[src/rtl/config_pkg.sv]
// rtl/config_pkg.sv - shared state type and default sizes for config_loader
package config_pkg;

  localparam int DEFAULT_WORD_W    = 32;
  localparam int DEFAULT_CHAIN_LEN = 64;

  typedef enum logic [1:0] {
    IDLE  = 2'd0,
    FETCH = 2'd1,
    SHIFT = 2'd2,
    DONE  = 2'd3
  } state_e;

endpackage

[src/rtl/config_loader.sv]
// rtl/config_loader.sv - serialises host config words LSB-first into a config_cell chain
module config_loader #(
  parameter int WORD_W    = config_pkg::DEFAULT_WORD_W,
  parameter int CHAIN_LEN = config_pkg::DEFAULT_CHAIN_LEN
) (
  input  logic              config_clk,
  input  logic              config_reset,
  input  logic              start,
  input  logic              abort,
  input  logic              word_valid,
  input  logic [WORD_W-1:0] word_data,
  output logic              word_ready,
  output logic              config_out,
  output logic              config_en,
  output logic              busy,
  output logic              done
);
  import config_pkg::*;

  localparam int REM_W = $clog2(CHAIN_LEN + 1);
  localparam int WB_W  = $clog2(WORD_W + 1);
  localparam logic [REM_W-1:0] CHAIN_LEN_R = REM_W'(CHAIN_LEN);
  localparam logic [REM_W-1:0] REM_ONE     = REM_W'(1);
  localparam logic [WB_W-1:0]  WORD_W_B    = WB_W'(WORD_W);
  localparam logic [WB_W-1:0]  WB_ONE      = WB_W'(1);

  state_e             state_q, state_d;
  logic [REM_W-1:0]   remaining_q, remaining_d;
  logic [WB_W-1:0]    word_bits_q, word_bits_d;
  logic [WORD_W-1:0]  shift_reg_q, shift_reg_d;
  logic               word_ready_q, word_ready_d;
  logic               config_out_q, config_out_d;
  logic               config_en_q, config_en_d;
  logic               busy_q, busy_d;
  logic               done_q, done_d;

  always_comb begin
    state_d     = state_q;
    remaining_d = remaining_q;
    word_bits_d = word_bits_q;
    shift_reg_d = shift_reg_q;

    unique case (state_q)
      IDLE: begin
        if (start && !abort) begin
          remaining_d = CHAIN_LEN_R;
          state_d     = FETCH;
        end
      end
      FETCH: begin
        if (abort) begin
          state_d = IDLE;
        end else if (word_valid) begin
          shift_reg_d = word_data;
          // A short final word only shifts the bits the chain still needs.
          if (int'(remaining_q) >= WORD_W) word_bits_d = WORD_W_B;
          else                             word_bits_d = WB_W'(remaining_q);
          state_d = SHIFT;
        end
      end
      SHIFT: begin
        shift_reg_d = shift_reg_q >> 1;
        if (remaining_q != '0) remaining_d = remaining_q - REM_ONE;
        if (word_bits_q != '0) word_bits_d = word_bits_q - WB_ONE;
        if (abort)                     state_d = IDLE;
        else if (remaining_q <= REM_ONE) state_d = DONE;
        else if (word_bits_q <= WB_ONE)  state_d = FETCH;
      end
      DONE: begin
        state_d = IDLE;
      end
    endcase

    // Outputs are registered from the next state so they line up with it.
    word_ready_d = (state_d == FETCH);
    config_en_d  = (state_d == SHIFT);
    config_out_d = (state_d == SHIFT) & shift_reg_d[0];
    busy_d       = (state_d == FETCH) || (state_d == SHIFT);
    done_d       = (state_d == DONE);
  end

  always_ff @(posedge config_clk or negedge config_reset) begin
    if (!config_reset) begin
      state_q      <= IDLE;
      remaining_q  <= '0;
      word_bits_q  <= '0;
      shift_reg_q  <= '0;
      word_ready_q <= 1'b0;
      config_out_q <= 1'b0;
      config_en_q  <= 1'b0;
      busy_q       <= 1'b0;
      done_q       <= 1'b0;
    end else begin
      state_q      <= state_d;
      remaining_q  <= remaining_d;
      word_bits_q  <= word_bits_d;
      shift_reg_q  <= shift_reg_d;
      word_ready_q <= word_ready_d;
      config_out_q <= config_out_d;
      config_en_q  <= config_en_d;
      busy_q       <= busy_d;
      done_q       <= done_d;
    end
  end

  assign word_ready = word_ready_q;
  assign config_out = config_out_q;
  assign config_en  = config_en_q;
  assign busy       = busy_q;
  assign done       = done_q;

endmodule
[config.mk]
export PLATFORM = sky130hd
export DESIGN_NAME = config_loader
export DESIGN_NICKNAME = d
export VERILOG_FILES = /design/src/rtl/config_pkg.sv /design/src/rtl/config_loader.sv
export SDC_FILE = /design/constraint.sdc
export NUM_CORES = 1
export LEC_CHECK = 0
export CORE_ASPECT_RATIO = 1.2
export CORE_MARGIN = 2
export CORE_UTILIZATION = 52
export DETAILED_ROUTE_END_ITERATION = 6
export HOLD_SLACK_MARGIN = 0.06
export PLACE_DENSITY = 0.87
export SYNTH_ARGS = -nofsm -noshare
export SYNTH_HDL_FRONTEND = slang
export SYNTH_SLANG_ARGS = --single-unit
[constraint.sdc]
create_clock -name config_clk -period 3 [get_ports config_clk]
set_input_delay 0.6 -clock config_clk [delete_from_list [all_inputs] [get_ports config_clk]]
set_output_delay 0.6 -clock config_clk [all_outputs]
set_load 0.05 [all_outputs]
Yosys cells after proc, flatten, opt, wreduce, memory -nomap -nowiden
Cells that the tools add are included.
Widths: inputs -> output; s select.
- add/sub/neg operators: 2
- multipliers: 0
- divide/modulo/power cells: 0
- order comparisons: 3
- eq/ne operators: 11
- shift operators: 0
- multiplexer cells: 18
- bitwise gates (word level): 1
- reduce and logical (&&, ||, !) cells: 11
- operators with widths (kind ; number):
    $mux 32 ; 2
    $pmux 32 s2 ; 1
    $mux 6 ; 4
    $mux 7 ; 2
    $pmux 7 s2 ; 1
    $mux 2 ; 6
    $pmux 6 s2 ; 1
    $ne 2x2->1 const B ; 5
    $eq 2x2->1 const B ; 4
    $pmux 2 s4 ; 1
    $ge 7x6->1 const B ; 1
    $le 7x1->1 const B ; 1
    $reduce_bool 7->1 ; 1
    $sub 7x1->7 const B ; 1
    $le 6x1->1 const B ; 1
    $reduce_and 3->1 ; 2
    $reduce_bool 6->1 ; 1
    $sub 6x1->6 const B ; 1
    $eq 2x1->1 const B ; 2
    $reduce_and 4->1 ; 1
    $reduce_bool 2->1 ; 2
    $logic_not 2->1 ; 1
    $and 1x1->1 ; 1
    $logic_and 1x1->1 ; 1
    other kinds (2) ; 2
- flip-flop bits (word level): 52
- bits in latches: 0
- bits in writable memories: 0
- bits in read-only memories: 0
- bits of input ports: 37
- output and inout bits: 5
- word-level logic and storage cells: 56
- memories: 0

Longest topological paths before layout
- depth in word-level cells: 7
- gate-level depth with buffers: 9
- mapped depth without buffers: 8

Worst setup path after synthesis
OpenSTA, ideal clock, no wires.
- kind: register to register
- start point: register word_bits_q[3]
- end point: register config_out_q, in the netlist config_out
- setup time: 0.119 ns
- arrival time: 1.737 ns
- data required time: 2.881 ns
- path slack: 1.144 ns
- cell stages (with the launch flop): 7
- buffers on the path: 0
- period minus slack after synthesis: 1.856 ns
- cell sequence: dfrtp_1 or3_4 o31ai_4 a211oi_2 a311o_1 ha_1 and2_1
- cells in the longest elaborated chain, start to end: 7
- ends and longest elaborated chain (what ; RTL line ; text):
    start: declaration ; config_loader.sv:29 ; logic [WB_W-1:0] word_bits_q, word_bits_d;
    start signal: assignment ; config_loader.sv:96 ; word_bits_q <= word_bits_d;
    $le 6x1->1 ; config_loader.sv:67 ; else if (word_bits_q <= WB_ONE) state_d = FETCH;
    $mux 2 ; config_loader.sv:67 ;
    $mux 2 ; config_loader.sv:66 ; else if (remaining_q <= REM_ONE) state_d = DONE;
    $mux 2 ; config_loader.sv:65 ; if (abort) state_d = IDLE;
    $pmux 2 s4 ; config_loader.sv:43 ; unique case (state_q)
    named net state_d[1] ; config_loader.sv:27 ; state_e state_q, state_d;
    $eq 2x2->1 ; - ;
    named net config_en_d ; config_loader.sv:33 ; logic config_en_q, config_en_d;
    $and 1x1->1 ; config_loader.sv:77 ; config_out_d = (state_d == SHIFT) & shift_reg_d[0];
    named net config_out_d ; config_loader.sv:32 ; logic config_out_q, config_out_d;
    end signal: assignment ; config_loader.sv:99 ; config_out_q <= config_out_d;
    end: declaration ; config_loader.sv:32 ;
The timed path passes the listed nets, and every way through them passes these cells.
A chain may end at the register's enable or synchronous reset.

Final worst setup path
- start point: register state_q[1]
- end point: register word_bits_q[0]
- cells in the longest elaborated chain, start to end: 3
- elaborated cells between the ends (all ways): 8
- those cells by class: 5 x eq/ne; 1 x mux; 2 x reduce/logical
- ends and longest elaborated chain (what ; RTL line ; text):
    start: declaration ; config_loader.sv:27 ;
    start signal: assignment ; config_loader.sv:94 ; state_q <= state_d;
    $eq 2x2->1 or $eq 2x1->1 (tied branches) ; config_loader.sv:43 ;
    $ne 2x2->1 (no source line) or $reduce_bool 2->1 (tied branches) ; - ;
    $reduce_and 4->1 (no source line) ; - ;
Several ways; a longest one is shown, not always the timed one.

==> summary.md <==
The signed area change from the synthesized netlist to the final layout was 22.1%; the switching part of the total power was 37.2%. Portion of the clock cycle consumed by the worst path in the final layout: 76.8%. The clock sink total is 52, and the overall die area is 0.00574 mm2. The logs give 36.3% for the part of the power in combinational logic and 5710 um for the total wire length after detailed routing.

The clock network burns 22.6% of the power. The tool flagged a number of max-cap violations equal to 0. The wire-length estimate of the detail-placed layout is 4060 um. The critical path is of the reg2reg type.

The average instance in the mapped netlist occupies 9.85 um2. The run gives 42 as the I/O pin count. The tools report the relative contribution of sequential cells to total power as 41.1%. Dividing the detail-routed via count by the number of cells gives 5.88. The fraction of synthesis flops using an asynchronous set or reset pin was 100%.

The number of nets handed over by synthesis was 320. The core area came out at 0.00494 mm2. The all-layer global routing usage was 19.8%; the total standard cell area after synthesis was 0.00268 mm2.

The clock transition at the register clock pins on the worst setup and hold paths after CTS was 0.09 ns. The count of buffers from port buffering came out at 41. TritonCTS built the clock tree. Data on the critical path is required at its endpoint by 3.17 ns. The kind of cell with the highest combined delay along the critical path is adder cells.

The largest single stage delay on the critical path is 0.70 ns. The worst min-delay path category is in2async. Across the VDD grid, the largest voltage drop is 0.539 mV. Entering global routing, the biggest net connects 31 pins. The final setup TNS was 0 ns.

The worst slew margin relative to its limit was 50.6%; the routed wirelength normalized by instance count was 15.3 um. The H-tree level count was 2; the final-stage net count was 360. For this block, the initial DRC count from the detailed router was 189. The slowest stage of the critical path is the sky130_fd_sc_hd__ha_1 cell. STA classifies the critical path startpoint as a flip-flop. The count of nets left with antenna violations once routing finished came out at 0. Worst path buffer plus inverter count: 0. Setup repair after global routing left no endpoint under its margin. Number of max-slew violations in the final report: 0.

Data on the critical path arrives at its endpoint at 2.48 ns. Internal power comes to 1.52 mW. For the pin with the worst max-slew slack, the measured transition is 0.742 ns. The cell area power density was 742 mW/mm2; the number of iterations in the first detailed-routing pass was 5.

Of the synthesized area, sequential elements account for 48.6%. The routed via count was 2189; the number of antenna cells inserted was 0. In this run, synthesis inferred 0 flip-flops with an integrated enable.

In the final layout, the share of cells above drive strength 1 is 8.65%. Yosys printed 0 warnings. The most used flip-flop cell after synthesis is sky130_fd_sc_hd__dfrtp_1. Summing internal, switching and leakage power gives 2.43 mW.

Clock skew on the completed layout was measured at 0.00765 ns. In the synthesized netlist, the number of instances is 272. Number of antenna violations at the first check in global routing: 0. The maximum fanout along the worst path is 18.

The tools report the critical path capture point type as a flip-flop. The tools report the total congestion overflow as 0. The tools report the total setup violations reported at the end of the flow as 0. In the routed design, unresolved DRC markers number 0. The tools report the number of core rows as 28. The post-route worst hold slack is 0.233 ns, and the horizontal die dimension is 69.5 um. The clock reaches the later pin of the worst-skew pair after 0.30 ns. The die outline height is 82.6 um, and the CTS buffer count is 5. The tools report the via count of the first global-routing pass as 2039.

The global placer's final weighted congestion was 0.860. Summed over all cells, the static leakage comes to 1.36 nW. For this configuration, the core starts out at a cell density of 54.2%. Total setup buffers inserted after CTS: 0. The smallest clock period supported by the final layout is computed as 2.30 ns. The critical path goes through ha_1 > nor2b_1 > o22ai_2 > a221oi_1 > a21oi_1.

The run gives 9140 um as the global-route wire length before repair. For the switching power, the log shows 902 uW. The run finished with clean final reports. The count of instances resized after the clock tree is built is 0. The clock passes through at most 2 buffers.

The post-synthesis register bit count is 52. The number of different library cells used by synthesis comes to 50. The root buffer cell chosen for the clock tree is sky130_fd_sc_hd__clkbuf_8.

The run gives 0 as the number of hold-slack violations in the final timing report. The run gives 434 MHz as the peak clock frequency supported by timing. Hold repair after CTS inserted 0 buffers.
-- cell type report --
type,count,area (um2)
Fill cell,360,1670
Clock buffer,5,68.8
Tap cell,60,75.1
Clock inverter,2,60.1
Sequential cell,52,1300
Timing Repair Buffer,50,473
Inverter,11,41.3
Multi-Input combinational cell,192,1250
-- layer usage --
metal | up-vias | share of wire [%] | track usage, %
met5 | - | 0 | 0
met4 | 0 | 0.56 | 5.69
met3 | 4 | 5.0 | 3.64
met2 | 66 | 51 | 35.5
met1 | 1055 | 43 | 24.8
li1 | 1064 | - | -
-- stage by stage --
step | area [um2] | utilization [%] | instances | setup WS (ns)
2_1_floorplan | 2680 | - | 272 | 1.14
3_3_place_gp | 3140 | 63.6 | 365 | 0.630
3_5_place_dp | 3140 | 63.6 | 365 | 0.574
4_1_cts | 3270 | 66.2 | 372 | 0.742
5_1_grt | 3270 | 66.2 | 372 | 0.562
6_report | 3270 | 66.2 | 372 | 0.696
-- cell usage after synthesis, drive strengths merged, types with 2 or more instances --
master	instances	area share, %
nand2	40	5.6
ha	11	5.1
inv	11	1.5
nand3	2	0.37
o211ai	3	1.0
a22o	2	0.65
o31ai	2	1.1
nand2b	5	1.2
buf	7	1.6
dfrtp	52	49
nor2	8	1.2
a22oi	31	8.7
nor2b	5	1.4
nor3	5	0.93
a21oi	9	1.7
and3b	4	1.4
clkbuf	10	1.5
a221oi	2	0.65
o21ai	41	7.7
-- sequential cells by signal, indices dropped and copies added, names as in the netlist --
name and count:
shift_reg_q 32, remaining_q 7, word_bits_q 6, state_q 2, busy 1, config_en 1
config_out 1, done 1, word_ready 1
-- worst reg2reg max path: cells and delay by family, from the launching register on --
kind                     cells  cell delay, ns
AND/OR/NAND/NOR              1            0.38
AO/OA/AOI/OAI                3            0.60
flip-flops                   1            0.50
adder cells (fa/ha/maj)      1            0.70
-- power groups by stage --
stage	Clock [mW]	Sequential (mW)	Combinational, mW
after floorplan	0	1.02	0.598
after global placement	0	1.00	0.845
after detailed placement	0	1.01	0.876
after CTS	0.556	0.994	0.881
after global routing	0.583	1.02	0.981
final	0.548	0.997	0.881
-- placed cells by master (no fill, tap or decap), types with 2 or more instances in the layout --
cell type / n
sky130_fd_sc_hd__dfrtp_1: 52
sky130_fd_sc_hd__nand2_1: 40
sky130_fd_sc_hd__clkdlybuf4s50_1: 40
sky130_fd_sc_hd__o21ai_0: 37
sky130_fd_sc_hd__a22oi_1: 31
sky130_fd_sc_hd__inv_1: 11
sky130_fd_sc_hd__ha_1: 11
sky130_fd_sc_hd__a21oi_1: 9
sky130_fd_sc_hd__buf_4: 9
sky130_fd_sc_hd__nor2_1: 7
sky130_fd_sc_hd__nor3_1: 5
sky130_fd_sc_hd__nand2b_1: 5
sky130_fd_sc_hd__clkbuf_8: 5
sky130_fd_sc_hd__nor2b_1: 4
sky130_fd_sc_hd__o21ai_1: 4
sky130_fd_sc_hd__and3b_1: 3
sky130_fd_sc_hd__a22o_1: 2
sky130_fd_sc_hd__nand3_1: 2
sky130_fd_sc_hd__o211ai_1: 2
sky130_fd_sc_hd__a221oi_1: 2
sky130_fd_sc_hd__bufinv_16: 2
-- kinds of logic after synthesis --
group	synth area share, %
flip-flops	48.6
AND/OR/NAND/NOR	14.4
adder cells (fa/ha/maj)	5.14
buffers and inverters	4.72
AO/OA/AOI/OAI	26.8
multiplexers	0.374
-- final timing paths --
check / to / start / slack [ns] / cells past startpoint
min in group config_clk: shift_reg_q[14]$_DFFE_PN0P_ / shift_reg_q[14]$_DFFE_PN0P_ / 0.49 / 2
setup / recovery: word_bits_q[0]$_DFFE_PN0P_ / state_q[1]$_DFF_PN0_ / 0.70 / 5
max in group asynchronous: busy$_DFF_PN0_ / config_reset / 2.12 / 2
hold reg to reg: shift_reg_q[14]$_DFFE_PN0P_ / shift_reg_q[14]$_DFFE_PN0P_ / 0.49 / 2
hold / removal: shift_reg_q[5]$_DFFE_PN0P_ / config_reset / 0.23 / 1
setup reg to reg: word_bits_q[0]$_DFFE_PN0P_ / state_q[1]$_DFF_PN0_ / 0.70 / 5
No activity file was read; power rests on OpenSTA's default activity.
